--- src/rtl/fpnew_result_packer.sv ---
// fpnew_result_packer
// Packs a decomposed FP result (sign, biased exponent, rounded mantissa, kind)
// into an IEEE bit pattern of the selected format. Specials, the canonical
// quiet NaN and overflow saturation are resolved here. The packed value is
// NaN-boxed into a Width-bit word and sent through a stall-able valid/ready
// pipeline of NumPipeRegs stages.
//
// FpFormat encoding: 0=FP32 1=FP64 2=FP16 3=FP8 4=FP16ALT.
// Round modes: 0=RNE 1=RTZ 2=RDN 3=RUP 4=RMM; any other code acts as RNE.
// Status bits: {NV, DZ, OF, UF, NX}.
module fpnew_result_packer #(
    parameter int unsigned FpFormat    = 0,
    parameter int unsigned Width       = 64,
    parameter int unsigned NumPipeRegs = 1,
    parameter int unsigned TagWidth    = 4,
    localparam int unsigned EXP_BITS   = (FpFormat == 1) ? 11 :
                                         (FpFormat == 2 || FpFormat == 3) ? 5 : 8,
    localparam int unsigned MAN_BITS   = (FpFormat == 0) ? 23 :
                                         (FpFormat == 1) ? 52 :
                                         (FpFormat == 2) ? 10 :
                                         (FpFormat == 3) ? 2  : 7
) (
    input  logic                clk_i,
    input  logic                rst_ni,
    input  logic                flush_i,
    input  logic                in_valid_i,
    output logic                in_ready_o,
    input  logic                sign_i,
    input  logic [EXP_BITS:0]   exponent_i,
    input  logic [MAN_BITS-1:0] mantissa_i,
    input  logic [1:0]          kind_i,
    input  logic [2:0]          rnd_mode_i,
    input  logic [TagWidth-1:0] tag_i,
    output logic                out_valid_o,
    input  logic                out_ready_i,
    output logic [Width-1:0]    result_o,
    output logic [4:0]          status_o,
    output logic [TagWidth-1:0] tag_o,
    output logic                busy_o
);

    localparam int unsigned WIDTH = 1 + EXP_BITS + MAN_BITS;
    localparam int unsigned DW    = Width + 5 + TagWidth;

    localparam logic [1:0] KIND_NUM  = 2'd0;
    localparam logic [1:0] KIND_ZERO = 2'd1;
    localparam logic [1:0] KIND_INF  = 2'd2;
    localparam logic [1:0] KIND_NAN  = 2'd3;

    localparam logic [2:0] RM_RNE = 3'd0;
    localparam logic [2:0] RM_RTZ = 3'd1;
    localparam logic [2:0] RM_RDN = 3'd2;
    localparam logic [2:0] RM_RUP = 3'd3;
    localparam logic [2:0] RM_RMM = 3'd4;

    // First exponent value that no longer fits a finite number.
    localparam logic [EXP_BITS:0]   EXP_OVF  = {1'b0, {EXP_BITS{1'b1}}};
    localparam logic [EXP_BITS-1:0] EXP_ONES = {EXP_BITS{1'b1}};
    localparam logic [EXP_BITS-1:0] EXP_MAXN = {{(EXP_BITS-1){1'b1}}, 1'b0};
    localparam logic [MAN_BITS-1:0] MAN_ZERO = {MAN_BITS{1'b0}};
    localparam logic [MAN_BITS-1:0] MAN_ONES = {MAN_BITS{1'b1}};
    localparam logic [MAN_BITS-1:0] MAN_QNAN = {1'b1, {(MAN_BITS-1){1'b0}}};

    logic [2:0]       w_rm;
    logic             w_ovf_inf;
    logic [WIDTH-1:0] w_val;
    logic [4:0]       w_status;
    logic [Width-1:0] w_res;
    logic [DW-1:0]    w_pk;

    // Overflow direction: round toward the infinity on the sign's side,
    // saturate to max-normal when rounding toward zero from that side.
    always_comb begin
        w_rm      = (rnd_mode_i > RM_RMM) ? RM_RNE : rnd_mode_i;
        w_ovf_inf = 1'b0;
        case (w_rm)
            RM_RNE, RM_RMM: w_ovf_inf = 1'b1;
            RM_RTZ:         w_ovf_inf = 1'b0;
            RM_RDN:         w_ovf_inf = sign_i;
            RM_RUP:         w_ovf_inf = ~sign_i;
            default:        w_ovf_inf = 1'b1;
        endcase
    end

    // Encode the result kind into a bit pattern and raise OF|NX on overflow.
    always_comb begin
        w_val    = '0;
        w_status = '0;
        case (kind_i)
            KIND_ZERO: w_val = {sign_i, {EXP_BITS{1'b0}}, MAN_ZERO};
            KIND_INF:  w_val = {sign_i, EXP_ONES, MAN_ZERO};
            KIND_NAN:  w_val = {1'b0, EXP_ONES, MAN_QNAN};
            default: begin
                if (exponent_i >= EXP_OVF) begin
                    w_status = 5'b00101;
                    w_val    = w_ovf_inf ? {sign_i, EXP_ONES, MAN_ZERO}
                                         : {sign_i, EXP_MAXN, MAN_ONES};
                end else begin
                    w_val = {sign_i, exponent_i[EXP_BITS-1:0], mantissa_i};
                end
            end
        endcase
    end

    // Upper bits of the register word are the NaN-box.
    if (Width > WIDTH) begin : g_box
        assign w_res = {{(Width - WIDTH){1'b1}}, w_val};
    end else begin : g_nobox
        assign w_res = w_val;
    end

    assign w_pk = {w_res, w_status, tag_i};

    if (NumPipeRegs == 0) begin : g_comb
        logic w_unused;
        assign w_unused                      = ^{clk_i, rst_ni, flush_i};
        assign in_ready_o                    = out_ready_i;
        assign out_valid_o                   = in_valid_i;
        assign {result_o, status_o, tag_o}   = w_pk;
        assign busy_o                        = 1'b0;
    end else begin : g_pipe
        logic [NumPipeRegs-1:0]         r_vld_pipe;
        logic [NumPipeRegs-1:0][DW-1:0] r_data;
        logic [NumPipeRegs:0]           w_vin;
        logic [NumPipeRegs:0][DW-1:0]   w_din;
        logic [NumPipeRegs-1:0]         w_rdy;
        logic                           w_acc;

        // Element i feeds stage i; the last element is the output.
        assign w_vin = {r_vld_pipe, in_valid_i};
        assign w_din = {r_data, w_pk};

        // A stage can load if it or any stage downstream has a free slot,
        // folded back from the output so there is no combinational loop.
        always_comb begin
            w_acc = out_ready_i;
            w_rdy = '0;
            for (int i = NumPipeRegs - 1; i >= 0; i--) begin
                w_acc    = w_acc | ~r_vld_pipe[i];
                w_rdy[i] = w_acc;
            end
        end

        // Stage registers: advance when ready, hold when stalled, flush kills valids.
        always_ff @(posedge clk_i or negedge rst_ni) begin
            if (!rst_ni) begin
                r_vld_pipe <= '0;
                r_data     <= '0;
            end else begin
                for (int i = 0; i < NumPipeRegs; i++) begin
                    if (flush_i)       r_vld_pipe[i] <= 1'b0;
                    else if (w_rdy[i]) r_vld_pipe[i] <= w_vin[i];
                    if (w_rdy[i] && w_vin[i]) r_data[i] <= w_din[i];
                end
            end
        end

        assign in_ready_o                  = w_rdy[0];
        assign out_valid_o                 = w_vin[NumPipeRegs];
        assign {result_o, status_o, tag_o} = w_din[NumPipeRegs];
        assign busy_o                      = |r_vld_pipe;
    end

endmodule

--- config.mk ---
export PLATFORM = sky130hd
export DESIGN_NAME = fpnew_result_packer
export DESIGN_NICKNAME = d
export VERILOG_FILES = /design/src/rtl/fpnew_result_packer.sv
export SDC_FILE = /design/constraint.sdc
export NUM_CORES = 1
export LEC_CHECK = 0
export BUFFER_PORTS_ARGS = -buffer_cell sky130_fd_sc_hd__buf_2
export CORE_ASPECT_RATIO = 1.25
export CORE_UTILIZATION = 30
export CTS_BUF_LIST = sky130_fd_sc_hd__clkbuf_4
export CTS_CLUSTER_DIAMETER = 50
export DETAILED_ROUTE_END_ITERATION = 16
export GPL_TIMING_DRIVEN = 0
export SETUP_SLACK_MARGIN = 0.15
export SYNTH_ARGS = -nofsm -noshare
export SYNTH_HDL_FRONTEND = slang
export SYNTH_SLANG_ARGS = --single-unit
--- constraint.sdc ---
create_clock -name clk_i -period 1.7 [get_ports clk_i]
set_input_delay 0.17 -clock clk_i [delete_from_list [all_inputs] [get_ports clk_i]]
set_output_delay 0.17 -clock clk_i [all_outputs]
set_load 0.02 [all_outputs]
==> impl_metrics.ini <==
[final_layout]
final_cell_mix = buf_2, buf_4, dfrtp_1
fin_util_pct = 44.2
layout.nets = 356
seq_area_um2 = 981
final_common_cell = buf_2
nFillCells = 633
syn_to_final_growth_pct = 41.1
antenna_cells = 0
drive_gt1_share_pct = 60.3
multi_input_area_um2 = 618

[sta]
finalSetupViolCount = 0
rsz0062_at_grt = false
tightest_slew_ps = 849
max_slew_margin_pct = 43.4
hold_violations = 0
fin_crit_sh_pct = 87.5
min_period_ps = 1490
fmax_mhz = 673
setup_slack_ps = 213
skew_ps = 21.2
fin_hold_ws_ps = 24.9
tns_ps = 0
slew_viol_final = 0

[global_routing]
antenna_found_initial = 0
grt_max_degree = 40
track_usage_pct = 14.5
grt_pass1_wl_mm = 7.55
grt_pass1_vias = 1605
overflow = 0

[run_status]
status = complete, no violations

[power_and_ir_drop]
comb_power_share_pct = 23.0
ir_drop_mv = 0.313
internal_power_mw = 1.35
cellLeakagePower_nw = 1.44
clockPowerShare_pct = 24.0
sequentialPowerShare_pct = 53.0
netSwitchingPower_mw = 0.619
p_per_area_mw_per_mm2 = 717
swShare_pct = 31.5

[cts]
htreeDepth = 2
clockRootBuffer = clkbuf_4
clk_pin_slew_ps = 130
cts_tree = done
clk_latency_ps = 350
numCtsBuffers = 5
clkSinkCount = 39
postCtsSetupRepairBufs = 0
cts.path.max_buffers = 2

[place]
place_congestion = 0.722
hpwl_mm = 3.72
port_buffers = 118
pre_cts_ws_ps = 99.9

[yosys]
yosysUniqueCellTypes = 26
synth_area_mm2 = 0.00194
seq_area_frac_synth_pct = 50.2
yosysWarnings = 0
ys_ff_latch = 39
post_synth.cell_area_avg_um2 = 10.8
netlist_instances = 180

[critical_path]
critical_path_arrival_ps = 1700
path_cells = nand2b_4, nand2_2, and3b_1, buf_6, buf_6, a221o_1
timing.critical_path.mode_cell = buf_6
max_stage_delay_ps = 420
path_class = reg2reg
crit_fanout = 10
critPathSlowestCell = dfrtp_2
worstSetupEndpointType = flip-flop
regToRegSetupSlack_ps = 210
worst_ep_required_time_ps = 1920
crit_family = flip-flops
path_buf_inv = 2
critPathLaunchType = flip-flop

[floorplanning]
coreArea_mm2 = 0.00621
rows = 32
pin_count = 123
die_w_um = 74.0
die_area_mm2 = 0.00681
die_h_um = 92.0
initial_utilization_pct = 31.3

[detailed_routing]
drc_errors = 0
first_pass_iters = 4
via_count = 1701
wirelength_mm = 4.81
drt-initial-drc-count = 68
via_per_inst = 4.31
wire_per_inst_um = 12.2
ant_nets = 0

[job]
cap_violations = 0

[worst_hold_path]
hold_class = in2reg
[final timing paths]
kind | startpoint | to | cells after the start
setup / recovery | busy_o | g_pipe.r_data[17] | 6
hold / removal | mantissa_i[22] | g_pipe.r_data[31] | 2
setup reg to reg | busy_o | g_pipe.r_data[17] | 6
hold reg to reg | g_pipe.r_data[39] | g_pipe.r_data[39] | 2
max in group asynchronous | rst_ni | g_pipe.r_data[41] | 2
min in group asynchronous | rst_ni | g_pipe.r_data[23] | 2
[power groups by stage]
stage	registers [mW]	clock network [mW]	logic (mW)
3_3_place_gp	1.06	0	0.448
4_1_cts	1.04	0.500	0.459
6_report	1.04	0.471	0.453
5_1_grt	1.06	0.535	0.496
2_1_floorplan	1.16	0	0.159
3_5_place_dp	1.06	0	0.452
[state kept, by name, indices dropped and copies added, names as in the netlist]
name / cells
busy_o: 1
g_pipe.r_data: 38
[cell families after synthesis]
logic type | Yosys count | share of synthesized area (%)
compound gates | 39 | 16.5
buf+inv | 50 | 18.5
flops | 39 | 50.2
mux | 5 | 2.83
other cells | 1 | 0.193
simple gates | 46 | 11.7
[through the flow]
stage,power (mW),instance area [um2],std cells
final,1.97,2740,395
after global routing,2.09,2740,395
after CTS,2.00,2740,395
after detailed placement,1.51,2650,385
after global placement,1.51,2650,385
after floorplan,1.32,1950,182
[metal layers]
metal / GRT usage [%] / wire [um]
met1: 16.8 / 1960
met3: 2.75 / 187
met4: 4.81 / 61
met2: 25.8 / 2610
met5: 0 / 0
[what timing repair did]
action,4_1_cts,5_1_grt
setup endpoints to repair,49,21
hold buffers,2,0
gates resized for setup,5,1
pin swaps,1,0
endpoints found under the hold margin,40,0
[synthesized netlist by cell type]
cell type | n | area [um2]
and4_1 | 2 | 17.5
nand2b_4 | 1 | 13.8
and3b_1 | 1 | 8.76
nor2_1 | 26 | 97.6
buf_6 | 3 | 33.8
dfrtp_1 | 39 | 976
o41ai_1 | 1 | 8.76
mux2i_1 | 1 | 10.0
nor4b_4 | 1 | 23.8
a211o_1 | 1 | 8.76
buf_4 | 38 | 285
conb_1 | 1 | 3.75
a31oi_1 | 1 | 6.26
a221o_1 | 19 | 190
nor2b_1 | 1 | 6.26
o21ai_0 | 9 | 45.0
nand2_1 | 12 | 45.0
a21oi_2 | 1 | 8.76
buf_2 | 5 | 25.0
a221o_2 | 3 | 33.8
clkbuf_1 | 3 | 11.3
mux2_2 | 4 | 45.0
inv_1 | 1 | 3.75
nand2b_1 | 1 | 6.26
nor2b_2 | 1 | 8.76
a21oi_1 | 4 | 20.0
[worst register-to-register path, delay by kind of cell, from the launching register on]
family                 cells  cell delay (ps)
buffers and inverters      2              260
DFF                        1              420
AOI/OAI and AO/OA          1              300
and+or+nand+nor            3              380
[layout make-up]
type | count | share of cell area, %
Multi-Input combinational cell | 93 | 22.5
Buffer | 49 | 13.3
Sequential cell | 39 | 35.8
Timing Repair Buffer | 120 | 22.3
Clock inverter | 3 | 0.730
Clock buffer | 5 | 1.37
Tap cell | 85 | 3.88
Inverter | 1 | 0.137
(Power assumes the default switching activity.)
